`config.mk`:
```
export PLATFORM = sky130hd
export DESIGN_NAME = hud_glyph_writer
export DESIGN_NICKNAME = d
export VERILOG_FILES = /design/src/rtl/hud_glyph_writer.sv
export SDC_FILE = /design/constraint.sdc
export NUM_CORES = 1
export LEC_CHECK = 0
export CORE_MARGIN = 10
export CORE_UTILIZATION = 37
export CTS_CLUSTER_SIZE = 12
export DETAILED_ROUTE_END_ITERATION = 8
export GPL_ROUTABILITY_DRIVEN = 0
export PLACE_DENSITY_LB_ADDON = 0.08
export SLEW_MARGIN = 20
export SYNTH_ARGS = -nofsm -noshare
export SYNTH_HDL_FRONTEND = slang
export SYNTH_SLANG_ARGS = --single-unit
```
`constraint.sdc`:
```
create_clock -name Clk -period 1.95 [get_ports Clk]
set_clock_uncertainty 0.1 [all_clocks]
set_input_delay 0.39 -clock Clk [delete_from_list [all_inputs] [get_ports Clk]]
set_output_delay 0.39 -clock Clk [all_outputs]
set_load 0.01 [all_outputs]
```
`src/rtl/hud_glyph_writer.sv`:
```
// ---------------------------------------------------------------------------
// hud_glyph_writer
//
// Copies one 8x16 glyph bitmap from the font ROM into one slot of the HUD
// text RAM. Slot s row r of the text RAM lives at address {s, r}. This is the
// same layout the HUD text pixel mapper reads. Game logic issues one request
// at a time through a valid/ready handshake. Each copy then runs for a fixed
// number of cycles.
//
// Timeline, with the accept edge as cycle 0:
//   cycle 1      READ0 : fetch row 0
//   cycles 2..16 COPY  : write row k, fetch row k+1 (k = 0..14)
//   cycle 17     LAST  : write row 15, no fetch, font_addr holds
//   cycle 18     DONE  : done pulse
//   cycle 19     IDLE  : req_ready high again
//
// Ports:
//   Clk        in   system clock; all state changes on the rising edge
//   Reset      in   synchronous, active-high reset
//   req_valid  in   copy request present
//   req_ready  out  high only in IDLE; the request is accepted when
//                   req_valid && req_ready
//   req_slot   in   destination slot, latched at accept
//   req_glyph  in   source glyph index, latched at accept
//   req_invert in   (only with HUD_GLYPH_INVERT_EN) writes inverted rows,
//                   latched at accept
//   font_addr  out  font ROM address = {glyph, row}
//   font_data  in   font ROM data, valid one cycle after font_addr
//   ram_we     out  text RAM write enable (asserted in COPY/LAST only)
//   ram_addr   out  text RAM address = {slot, row}
//   ram_wdata  out  text RAM write data (zero whenever ram_we is low)
//   busy       out  high from the cycle after accept through DONE
//   done       out  single-cycle pulse after the last row is written
//
// Optional feature macro: HUD_GLYPH_INVERT_EN
//   When this macro is defined, the module has the req_invert port.
//   When it is undefined, the port is absent and rows are copied unchanged.
// ---------------------------------------------------------------------------
module hud_glyph_writer #(
  parameter int unsigned SLOTS  = 4,
  parameter int unsigned ROWS   = 16,
  parameter int unsigned GLYPHS = 64,
  parameter int unsigned DATA_W = 8
) (
  input  logic                                      Clk,
  input  logic                                      Reset,
  input  logic                                      req_valid,
  output logic                                      req_ready,
  input  logic [$clog2(SLOTS)-1:0]                  req_slot,
  input  logic [$clog2(GLYPHS)-1:0]                 req_glyph,
`ifdef HUD_GLYPH_INVERT_EN
  input  logic                                      req_invert,
`endif
  output logic [$clog2(GLYPHS)+$clog2(ROWS)-1:0]    font_addr,
  input  logic [DATA_W-1:0]                         font_data,
  output logic                                      ram_we,
  output logic [$clog2(SLOTS)+$clog2(ROWS)-1:0]     ram_addr,
  output logic [DATA_W-1:0]                         ram_wdata,
  output logic                                      busy,
  output logic                                      done
);

  localparam int unsigned SLOT_W  = $clog2(SLOTS);
  localparam int unsigned ROW_W   = $clog2(ROWS);
  localparam int unsigned GLYPH_W = $clog2(GLYPHS);

  // COPY writes rows 0..ROWS-2. LAST writes the final row.
  localparam logic [ROW_W-1:0] ROW_PENULT = ROW_W'(ROWS - 2);

  typedef enum logic [2:0] {
    S_IDLE,
    S_READ0,
    S_COPY,
    S_LAST,
    S_DONE
  } state_t;

  state_t               state;
  state_t               state_nx;

  // Row currently being written. In READ0, LAST and DONE it also indexes the
  // fetch row.
  logic [ROW_W-1:0]     row;
  logic [ROW_W-1:0]     row_nx;
  logic [ROW_W-1:0]     font_row;

  logic [SLOT_W-1:0]    slot_q;
  logic [GLYPH_W-1:0]   glyph_q;
  logic [DATA_W-1:0]    row_data;
  logic                 accept;

  assign accept = req_valid && req_ready;

  // -------------------------------------------------------------------------
  // State and request registers
  // -------------------------------------------------------------------------
  always_ff @(posedge Clk) begin
    if (Reset) begin
      state   <= S_IDLE;
      row     <= '0;
      slot_q  <= '0;
      glyph_q <= '0;
    end else begin
      state <= state_nx;
      row   <= row_nx;
      if (accept) begin
        slot_q  <= req_slot;
        glyph_q <= req_glyph;
      end
    end
  end

`ifdef HUD_GLYPH_INVERT_EN
  logic invert_q;

  always_ff @(posedge Clk) begin
    if (Reset) begin
      invert_q <= 1'b0;
    end else if (accept) begin
      invert_q <= req_invert;
    end
  end

  assign row_data = invert_q ? ~font_data : font_data;
`else
  assign row_data = font_data;
`endif

  // -------------------------------------------------------------------------
  // Next-state and output decode
  // -------------------------------------------------------------------------
  always_comb begin
    state_nx = state;
    row_nx   = row;
    font_row = row;
    ram_we   = 1'b0;
    done     = 1'b0;

    case (state)
      S_IDLE: begin
        row_nx = '0;
        if (accept) begin
          state_nx = S_READ0;
        end
      end

      S_READ0: begin
        // Prefetch row 0. The first write happens next cycle using this data.
        state_nx = S_COPY;
      end

      S_COPY: begin
        // The fetch runs one row ahead of the write. The ROM is synchronous,
        // so the data for row k was addressed during the previous cycle.
        ram_we   = 1'b1;
        font_row = row + ROW_W'(1);
        row_nx   = row + ROW_W'(1);
        if (row == ROW_PENULT) begin
          state_nx = S_LAST;
        end
      end

      S_LAST: begin
        // The last row's data is already in flight, so no further fetch.
        // Row stays at its final value and does not wrap.
        ram_we   = 1'b1;
        state_nx = S_DONE;
      end

      S_DONE: begin
        done     = 1'b1;
        row_nx   = '0;
        state_nx = S_IDLE;
      end

      default: begin
        row_nx   = '0;
        state_nx = S_IDLE;
      end
    endcase
  end

  // Field concatenation keeps slot and row independent; no carry between them.
  assign font_addr = {glyph_q, font_row};
  assign ram_addr  = {slot_q, row};
  assign ram_wdata = ram_we ? row_data : '0;
  assign req_ready = (state == S_IDLE);
  assign busy      = (state != S_IDLE);

endmodule

```
# After elaboration in Yosys (flattened, before gate mapping)
# Index checks and enable logic that the tools add are counted.
# word_totals
wordCells	26
ff_bits	15
out_inout_bits	28
in_bits	19
# classes
mux	8
n_addsub	1
n_eq_ne	7
n_reduce_logical	6
# ops
cell	count
$pmux 3 s4	1
$mux 8	1
$pmux 4 s2	1
$eq 3x2->1 const B	2
$mux 3	2
$add 4x1->4 const B	1
$eq 4x4->1 const B	1
$mux 4	1
$reduce_or 2->1	2
$eq 3x1->1 const B	1
$eq 3x3->1 const B	1
$logic_not 3->1	1
$reduce_bool 3->1	1
$mux 1	2
$ne 2x1->1 const B	1
$ne 2x2->1 const B	1
$reduce_and 2->1	1
$logic_and 1x1->1	1

# Longest topological paths before layout
# Gate-level depths: netlist of run 1.
# depth
word_depth	4
depth_mapped	5
mapped_depth_nobuf	4

# Worst setup path after synthesis of run 1
# No wires, ideal clock.
# synth_timing
path_kind	register -> output
from	register state[1]
to	output port font_addr[3]
required_ps	1460
arrival_ps	1151
path_buffers	1
setup_slack_ps	309
path_stages_with_launch	5
path_cell_list	dfxtp_1 -> buf_6 -> nor3b_4 -> nand4_1 -> xnor2_1
# synth_via
elab_chain_len	2
# synth_lines
element	line_no	source
start, declared	78	state_t state;
start signal, assigned	104	state <= state_nx;
$eq 3x2->1	139	case (state)
$mux 4	139	
end, declared	54	output logic [$clog2(GLYPHS)+$clog2(ROWS)-1:0] font_addr,
# No other way between the ends.

# Worst setup path in the final report of run 1
# layout_timing
from	register state[2]
to	output port font_addr[0]
# Same word-level chain as after synthesis.

==> out/qor.txt, run 1 <==
status -> finished with violations
failing checks -> setup timing
core footprint -> 2020 µm²
Initial Util -> 40.3%
max-slew violations -> 0
clk sinks -> 15
Net Switching -> 225 µW
syn avg cell area -> 8.76 µm²
Yosys Warn Count -> 0
antenna viol nets, final -> 0
Synth Area in Adders -> 4.61%
CP Launch Type -> flip-flop
largest cells by area after synthesis -> dfxtp_1 (37%), nand2_1 (8.8%), and2_1 (6.1%)
initial antenna violation count -> 0
# setup viols final -> 2
wire length per cell -> 13.6 µm
iteration count of the initial detailed-routing pass -> 4
Slew headroom -> 70.4%
top cells by count, synth -> nand2_1 (19), dfxtp_1 (15), a21oi_1 (9), and2_1 (8)
worst path required time -> 1460 ps
reg2reg start -> state[2]$_SDFFE_PP0P_
synthesized cell area -> 815 µm²
Clock Path Buffers -> 2
clock power share -> 24.2%
CP top delay family -> buffers and inverters
first-pass GRT wire length -> 3.84 mm
fin util -> 67.8%
FF-to-FF End -> glyph_q[4]$_SDFFE_PP0P_
growth of design area from synthesis to finish -> 68.4%
synth unique cells -> 30
vias per cell -> 4.61
Crit path largest cell delay -> 350 ps
top cell type's share of synthesized area -> 36.9%
number of diodes -> 0
Cell Count Post-Placement -> 170
crit path max-delay cell type -> dfxtp_2
Critical Path Start -> state[2]$_SDFFE_PP0P_
worst skew pair latency -> 290 ps
Sw Share -> 29.1%
RSZ-0062 raised after global routing -> yes
fmax -> 0.506 GHz
root buffer cell -> clkbuf_4
DRT Wirelength -> 2.44 mm
gr usage total -> 10.8%
worst r2r path cells -> 5
CP endpoint -> font_addr[0]
xor-xnor portion of the synthesized cell area -> 3.23%
Die ar. -> 4480 µm²
largest net degree at the start of global routing -> 12
synthesized flop and latch total -> 15
top-count cell post-synth -> nand2_1
Congestion Overflow GR -> 0
Seq/Total Area, Yosys -> 36.9%
critical path depth -> 5
Layout Nets -> 176
Final Hold Vio Count -> 0
Primary FF master, synth -> dfxtp_1
Synth Area in Compound Gates -> 11.4%
Worst Setup End Kind -> output pin
H-tree levels -> 1
Reg clk slew, reported paths -> 100 ps
post-route cell area -> 1370 µm²
layout cell share with drive strength beyond 1 -> 28.1%
Leak -> 0.588 nW
Least-Margin Pin Slew -> 442 ps
Max Cap Violations -> 0
largest family of logic cells by synthesized area -> simple AND/OR/NAND/NOR gates
Yosys top cell by area -> dfxtp_1
peak supply drop -> 0.423 mV
Comb pwr share -> 32.4%
critical path class -> flip-flop to output pin
PnR worst setup slack -> -25.3 ps
DRC -> 0
number of global-route vias before repair -> 796
Post-Syn Nets -> 115
total internal power -> 547 µW
ys async rst share -> 0%
PortBufs -> 46
critical path buffer and inverter count -> 3
crit-path cells -> nor3b_4 -> buf_4 -> ha_1 -> inv_1 -> clkdlybuf4s15_2
Flop pwr share -> 43.5%
CTS tree -> yes
CTS hold repair buffers -> 0
Vias -> 829
filler cell count -> 181
Syn Inst Count -> 93
worst hold path type -> flip-flop to flip-flop
fin crit period -> 1980 ps
Rows -> 16
power density over the cells -> 563 nW/µm²
Tcrit/Tclk final -> 101%
R2R Setup Slk -> 200 ps
post-synthesis mux area share -> 1.23%
dpl cell area -> 1340 µm²
die height -> 66.9 µm
Die Width -> 66.9 µm
DP Wirelength -> 1.91 mm
Post-synth EDFFs -> 0
Synth Area in Simple Gates -> 35.9%
WHS -> 356 ps
Layout Cells excl Fill -> 180
Iter 0 DRT Violations -> 40
io pins -> 47
Worst EP arrival -> 1490 ps
CTS buffer count -> 3
worst-path maximum fanout -> 3
area by class of cell:
| class | instances | area (µm²) | share of cell area (%) |
|---|---|---|---|
| flip-flops and latches | 15 | 305 | 22.3 |
| multi-input cells | 69 | 467 | 34.0 |
| clock inverters | 1 | 7.51 | 0.547 |
| repair buffers | 62 | 524 | 38.2 |
| inverters | 3 | 11.3 | 0.821 |
| well taps | 27 | 33.8 | 2.46 |
| clock buffers | 3 | 22.5 | 1.64 |
repair_timing:
item,CTS,global route
resized for setup,41,14
setup endpoints to repair,16,14
buffers inserted,4,1
pin swaps,2,0
gates cloned,0,1
routing by layer:
metal  wire length, µm  up-vias  share of wire [%]  GRT usage [%]
met1              1170      363                 48           12.7
met5                 0        -                  0              0
met3               195        2                8.0           5.02
met2              1060       33                 44           16.9
met4                 9        0               0.37           3.85
li1                  -      431                  -              -
placed cells by master (no fill, tap or decap), types with 3 or more instances in the layout:
master	n
a21oi_1	9
and2_1	8
buf_2	4
buf_4	14
clkbuf_2	9
clkbuf_4	3
clkdlybuf4s50_1	30
dfxtp_1	11
dfxtp_2	4
ha_1	3
inv_1	3
nand2_1	19
xnor2_1	3
worst min path at each step:
| stage | startpoint | end | slack [ps] | cells past startpoint |
|---|---|---|---|---|
| after floorplan | Reset | state[0]$_SDFFE_PP0P_ | 360 | 1 |
| after global placement | glyph_q[1]$_SDFFE_PP0P_ | glyph_q[1]$_SDFFE_PP0P_ | 340 | 2 |
| after detailed placement | glyph_q[1]$_SDFFE_PP0P_ | glyph_q[1]$_SDFFE_PP0P_ | 350 | 2 |
| after CTS | glyph_q[1]$_SDFFE_PP0P_ | glyph_q[1]$_SDFFE_PP0P_ | 360 | 2 |
| after global routing | glyph_q[1]$_SDFFE_PP0P_ | glyph_q[1]$_SDFFE_PP0P_ | 380 | 2 |
| final | glyph_q[1]$_SDFFE_PP0P_ | glyph_q[1]$_SDFFE_PP0P_ | 360 | 2 |
state kept, by name, summed over array words and instances, names as in the netlist:
signal,count
state,3
glyph_q,6
slot_q,2
row,4
worst register-to-register path: stages (launching register included):
cell and delay (ps):
dfxtp_2 350, buf_4 170, buf_4 160, or4b_1 680
nand2_1 130, a21oi_1 60
power by group through the flow:
stage | Sequential [mW] | Combinational (mW) | Clock (mW)
floorplan | 0.350 | 0.106 | 0
detailed placement | 0.341 | 0.250 | 0
global route | 0.337 | 0.274 | 0.216
CTS | 0.335 | 0.250 | 0.197
finish | 0.335 | 0.250 | 0.186
global placement | 0.340 | 0.247 | 0
cell families (layout without fill, tap and decap cells):
group                      count (synthesis)  count (layout)
adders and majority gates                  3               3
muxes                                      1               1
buffers and inverters                      9              69
xor gates and xnor gates                   3               3
AOI/OAI and AO/OA                         14              14
and+or+nand+nor                           48              48
DFF                                       15              15
per-stage QoR:
step           setup WS (ps)  power (mW)  setup TNS (ps)
2_1_floorplan            309       0.456               0
3_3_place_gp           -35.7       0.587            -230
3_5_place_dp           -66.3       0.591            -292
4_1_cts                -50.7       0.782           -81.9
5_1_grt                 -127       0.828            -325
6_report               -25.3       0.771           -29.7
(Power assumes the default switching activity.)
==> run 2: changes to the inputs <==
CORE_ASPECT_RATIO = 1.1   (was unset)
CORE_MARGIN = unset   (was 10)
RECOVER_POWER = 50   (was unset)
==> run 2 against run 1 <==
  * The run still ends with setup timing left
  * Fmax grew 0.86%
  * Utilization shrank 0.91 points
  * Highest routed layer unchanged
  * Power shrank 1.8%
  * Sequential power is essentially flat
  * Setup slack gained 17 ps
==> out/qor.txt, run 2 (synthesis results as in run 1) <==
Leak -> 0.604 nW (+2.7%)
post-route cell area -> 1370 µm² (-0.37%)
max reg flops -> 6 (unchanged)
Largest regs -> glyph_q x6, row x4, state x3
Largest Register -> glyph_q
DRC -> 0 (unchanged)
CTS buffer count -> 3 (unchanged)
WHS -> 357 ps (+0.646 ps)
power density over the cells -> 555 nW/µm² (-1.4%)
die height -> 51.2 µm (-23%)
io pins -> 47 (unchanged)
# setup viols final -> 1 (-1)
max-slew violations -> 0 (unchanged)
Max Cap Violations -> 0 (unchanged)
PnR worst setup slack -> -8.45 ps (+16.8 ps)
largest net degree at the start of global routing -> 12 (unchanged)
routed wl met3 -> 108 µm (-45%)
met1 wire length -> 903 µm (-23%)
Crit path largest cell delay -> 350 ps (about the same)
status -> finished with violations
Rows -> 17 (+1)
Top Layer Used -> met4
fmax -> 0.511 GHz (+0.86%)
Worst EP arrival -> 1470 ps (-20 ps)
peak supply drop -> 0.401 mV (-5.1%)
Least-Margin Pin Slew -> 442 ps (-0.767 ps)
Iter 0 DRT Violations -> 9 (-78%)
commonest non-fill, non-tap cell in the layout -> clkdlybuf4s50_1
failing checks -> setup timing
CTS hold repair buffers -> 0 (unchanged)
Die ar. -> 2390 µm² (-47%)
crit-path cells -> nor3b_4 -> buf_4 -> buf_6 -> ha_4 -> inv_2 -> buf_6
layout cell share with drive strength beyond 1 -> 26.6% (-1.5 points)
Final Hold Vio Count -> 0 (unchanged)
worst-path maximum fanout -> 3 (unchanged)
Congestion Overflow GR -> 0 (unchanged)
area of the multi-input gates -> 457 µm² (-2.1%)
Worst Setup End Kind -> output pin
Die Width -> 46.7 µm (-30%)
worst skew pair latency -> 280 ps (about the same)
antenna viol nets, final -> 0 (unchanged)
number of diodes -> 0 (unchanged)
crit path max-delay cell type -> dfxtp_2
worst hold path type -> flip-flop to flip-flop
Tcrit/Tclk final -> 100% (-0.86 points)
Register Area -> 307 µm² (+0.41%)
Initial Util -> 39.9% (-0.39 points)
first-pass GRT wire length -> 3.40 mm (-12%)
Pwr Total -> 758 µW (-1.8%)
H-tree levels -> 1 (unchanged)
Cell Count Post-Placement -> 173 (+1.8%)
initial antenna violation count -> 0 (unchanged)
wire length per cell -> 12.2 µm (-9.7%)
gr usage total -> 19.9% (+9.0 points)
CP Launch Type -> flip-flop
vias per cell -> 4.66 (+1.2%)
number of global-route vias before repair -> 769 (-3.4%)
Slew headroom -> 70.4% (about the same)
worst path required time -> 1460 ps (about the same)
DRT Wirelength -> 2.23 mm (-8.7%)
most frequent cells in the layout -> clkdlybuf4s50_1 (22), nand2_1 (19), buf_4 (14)
worst slack, placed -> -26.4 ps (+39.9 ps)
core footprint -> 2040 µm² (+0.99%)
CTS tree -> yes
RSZ-0062 raised after global routing -> yes
iteration count of the initial detailed-routing pass -> 3 (-1)
DP Wirelength -> 1.62 mm (-15%)
Routed met2 length -> 1.20 mm (+13%)
Layout Nets -> 177 (+0.57%)
CP dominant cell by count -> buf_6
Vias -> 848 (+2.3%)
clk sinks -> 15 (unchanged)
PortBufs -> 46 (unchanged)
Reg clk slew, reported paths -> 90 ps (about the same)
filler cell count -> 195 (+7.7%)
growth of design area from synthesis to finish -> 67.7%
fin crit period -> 1960 ps (-16.8 ps)
critical path class -> flip-flop to output pin
root buffer cell -> clkbuf_4
dpl cell area -> 1360 µm² (+1.2%)
Clock Path Buffers -> 2 (unchanged)
Layout Cells excl Fill -> 182 (+1.1%)
-- run 2: final cells by class --
class                      instances  share of cell area [%]
timing repair buffer              63                    38.7
multi-input combinational         69                    33.4
sequential                        15                    22.4
tap                               28                    2.56
clock buffer                       3                    1.65
inverter                           3                   0.824
clock inverter                     1                   0.366
-- run 2: worst max-delay path, delay by kind of cell (launching register included) --
| family | cells | cell delay [ps] |
|---|---|---|
| buffers and inverters | 4 | 390 |
| flip-flops | 1 | 350 |
| AND/OR/NAND/NOR | 1 | 260 |
| adder cells (fa/ha/maj) | 1 | 180 |
-- run 2: what timing repair did --
action,4_1_cts,5_1_grt
endpoints found under the setup margin,16,15
pin swaps,1,3
endpoints found under the hold margin,0,0
setup buffers,2,3
gates cloned,0,0
resized for setup,29,28
-- run 2: final timing paths --
check                                             start                 endpoint  slack, ps  depth (start not counted)
worst max-delay path              state[2]$_SDFFE_PP0P_             font_addr[0]         -8                          6
worst min-delay path            glyph_q[0]$_SDFFE_PP0P_  glyph_q[0]$_SDFFE_PP0P_        360                          2
worst max register to register    state[0]$_SDFFE_PP0P_      row[2]$_SDFFE_PP0N_        180                          5
worst min register to register  glyph_q[0]$_SDFFE_PP0P_  glyph_q[0]$_SDFFE_PP0P_        360                          2
-- run 2: through the flow --
step           utilization [%]  TNS [ps]
6_report                  66.9     -8.45
5_1_grt                   66.9      -272
4_1_cts                   67.6     -5.75
3_5_place_dp              66.4      -137
3_3_place_gp              66.4     -96.4
2_1_floorplan                -         0
-- run 2: where the power goes --
group | total (mW) | switching [mW] | internal, mW
Clock | 0.180 | 0.104 | 0.0762
Sequential | 0.334 | 0.00973 | 0.325
Combinational | 0.244 | 0.107 | 0.137
-- run 2: metal layers --
metal / vias to the layer above / track usage [%]
met5: - / 0
met4: 0 / 5.71
met3: 2 / 4.95
met2: 25 / 34.7
met1: 383 / 23.1
li1: 438 / -
==> run 3: changes to the inputs <==
CORE_MARGIN = 8   (was unset)
==> run 3 against run 2 <==
  * The flow now finishes without violations
  * Sequential cell count unchanged
  * Global-route usage decreased by 7.4 points
  * Routed wire length increased by 9.6%
  * Setup slack improved by 34 ps
  * Critical path type unchanged
  * Sequential power about the same
  * Via count increased by 2.0%
  * Non-clock buffer count increased by 2
  * Hold slack got worse by 2.5 ps
==> out/qor.txt, run 3 (synthesis results as in run 1) <==
Congestion Overflow GR -> 0 (unchanged)
crit-path cells -> buf_4 -> or3_4 -> inv_1 -> clkdlybuf4s15_2
Largest Register -> glyph_q
Sw Share -> 29.2% (+0.11 points)
Worst EP arrival -> 1430 ps (-40 ps)
gr usage total -> 12.5% (-7.4 points)
Comb pwr share -> 31.7% (-0.5 points)
Reg clk slew, reported paths -> 100 ps (about the same)
filler cell count -> 217 (+11%)
PortBufs -> 46 (unchanged)
Flop pwr share -> 43.8% (-0.3 points)
commonest non-fill, non-tap cell in the layout -> clkdlybuf4s50_1
Crit path largest cell delay -> 390 ps (+40 ps)
Layout Nets -> 179 (+1.1%)
iteration count of the initial detailed-routing pass -> 4 (+1)
H-tree levels -> 1 (unchanged)
Routed met2 length -> 1.36 mm (+13%)
Largest regs -> glyph_q x6, row x4, state x3
fin util -> 63.8% (-3.1 points)
number of global-route vias before repair -> 831 (+8.1%)
Leak -> 0.606 nW (+0.27%)
io pins -> 47 (unchanged)
DP Wirelength -> 2.00 mm (+23%)
status -> finished, final reports clean
Clock Path Buffers -> 2 (unchanged)
DRC -> 0 (unchanged)
CP top delay family -> buffers and inverters
critical path buffer and inverter count -> 3 (-1)
Die ar. -> 3960 µm² (+65%)
largest net degree at the start of global routing -> 15 (+3)
total internal power -> 538 µW (about the same)
Initial Util -> 37.7% (-2.2 points)
Worst Setup End Kind -> output pin
Tcrit/Tclk final -> 98.7% (-1.8 points)
clk sinks -> 15 (unchanged)
Critical Path Start -> state[2]$_SDFFE_PP0P_
clock power share -> 24.5% (+0.8 points)
fin crit period -> 1920 ps (-34.3 ps)
most frequent cells in the layout -> clkdlybuf4s50_1 (22), nand2_1 (19), buf_4 (16)
crit path max-delay cell type -> or3_4
worst slack, placed -> -68.4 ps (-42.0 ps)
Final Hold Vio Count -> 0 (unchanged)
max reg flops -> 6 (unchanged)
hold path start -> glyph_q[3]$_SDFFE_PP0P_
Slew headroom -> 72.3% (+1.9 points)
layout cell share with drive strength beyond 1 -> 26.9% (+0.30 points)
Iter 0 DRT Violations -> 9 (unchanged)
first-pass GRT wire length -> 3.84 mm (+13%)
met1 wire length -> 928 µm (+2.8%)
RSZ-0062 raised after global routing -> yes
antenna viol nets, final -> 0 (unchanged)
wire length per cell -> 13.1 µm (+7.3%)
Vias -> 865 (+2.0%)
DRT Wirelength -> 2.44 mm (+9.6%)
R2R Setup Slk -> 100 ps (-80 ps)
PnR worst setup slack -> 25.9 ps (+34.3 ps)
CTS buffer count -> 3 (unchanged)
CTS tree -> yes
worst path required time -> 1460 ps (about the same)
critical path class -> flip-flop to output pin
fmax -> 0.520 GHz (+1.8%)
Die Width -> 60.7 µm (+30%)
number of diodes -> 0 (unchanged)
WHS -> 354 ps (-2.52 ps)
reg2reg start -> state[0]$_SDFFE_PP0P_
CP Launch Type -> flip-flop
max-slew violations -> 0 (unchanged)
worst-path maximum fanout -> 4 (+1)
# setup viols final -> 0 (-1)
Least-Margin Pin Slew -> 415 ps (-26.3 ps)
Max Cap Violations -> 0 (unchanged)
die height -> 65.2 µm (+27%)
Net Switching -> 222 µW (+0.63%)
vias per cell -> 4.65 (-0.19%)
worst skew pair latency -> 290 ps (about the same)
Top Layer Used -> met4
worst hold path type -> flip-flop to flip-flop
routed wl met3 -> 123 µm (+14%)
Rows -> 18 (+1)
initial antenna violation count -> 0 (unchanged)
core footprint -> 2160 µm² (+5.9%)
growth of design area from synthesis to finish -> 69.3%
root buffer cell -> clkbuf_4
CTS hold repair buffers -> 0 (unchanged)
power density over the cells -> 551 nW/µm² (-0.66%)
peak supply drop -> 0.376 mV (-6.1%)
run 3: layout make-up:
class / count / area, µm² / share of cell area (%)
repair buffers: 65 / 537 / 38.9
clock inverters: 1 / 7.51 / 0.544
flip-flops and latches: 15 / 307 / 22.2
multi-input cells: 69 / 457 / 33.1
clock buffers: 3 / 22.5 / 1.63
well taps: 30 / 37.5 / 2.72
inverters: 3 / 11.3 / 0.817
run 3: timing repair:
action / 4_1_cts / 5_1_grt
pin swaps: 1 / 0
endpoints found under the setup margin: 16 / 14
setup buffers: 3 / 1
gates resized for setup: 33 / 19
run 3: tightest hold or removal path, delay by kind of cell (launching register included):
| kind | cells | cell delay (ps) |
|---|---|---|
| compound gates | 1 | 50 |
| simple gates | 1 | 50 |
| flops | 1 | 320 |
run 3: power by group through the flow:
stage               logic [mW]  clock network (mW)  registers (mW)
CTS                      0.257               0.196           0.334
global route             0.263               0.200           0.335
floorplan                0.106                   0           0.350
finish                   0.240               0.186           0.333
detailed placement       0.261                   0           0.341
global placement         0.256                   0           0.340
run 3: layer usage:
layer  track usage [%]  vias up
met5                 0        -
met1              12.7      404
met3              2.73        4
met4              5.25        0
li1                  -      440
met2              23.4       17
run 3: worst paths after layout:
path	cells after the start	endpoint
setup / recovery	4	req_ready
hold reg to reg	2	glyph_q[3]$_SDFFE_PP0P_
hold / removal	2	glyph_q[3]$_SDFFE_PP0P_
setup reg to reg	6	row[2]$_SDFFE_PP0N_
run 3: per-stage QoR:
step	cells	TNS (ps)	power, mW	area (µm²)
final	186	0	0.760	1380
after detailed placement	178	-394	0.602	1380
after global placement	178	-208	0.596	1380
after global routing	186	-66.6	0.799	1380
after CTS	185	0	0.786	1420
after floorplan	93	0	0.456	815
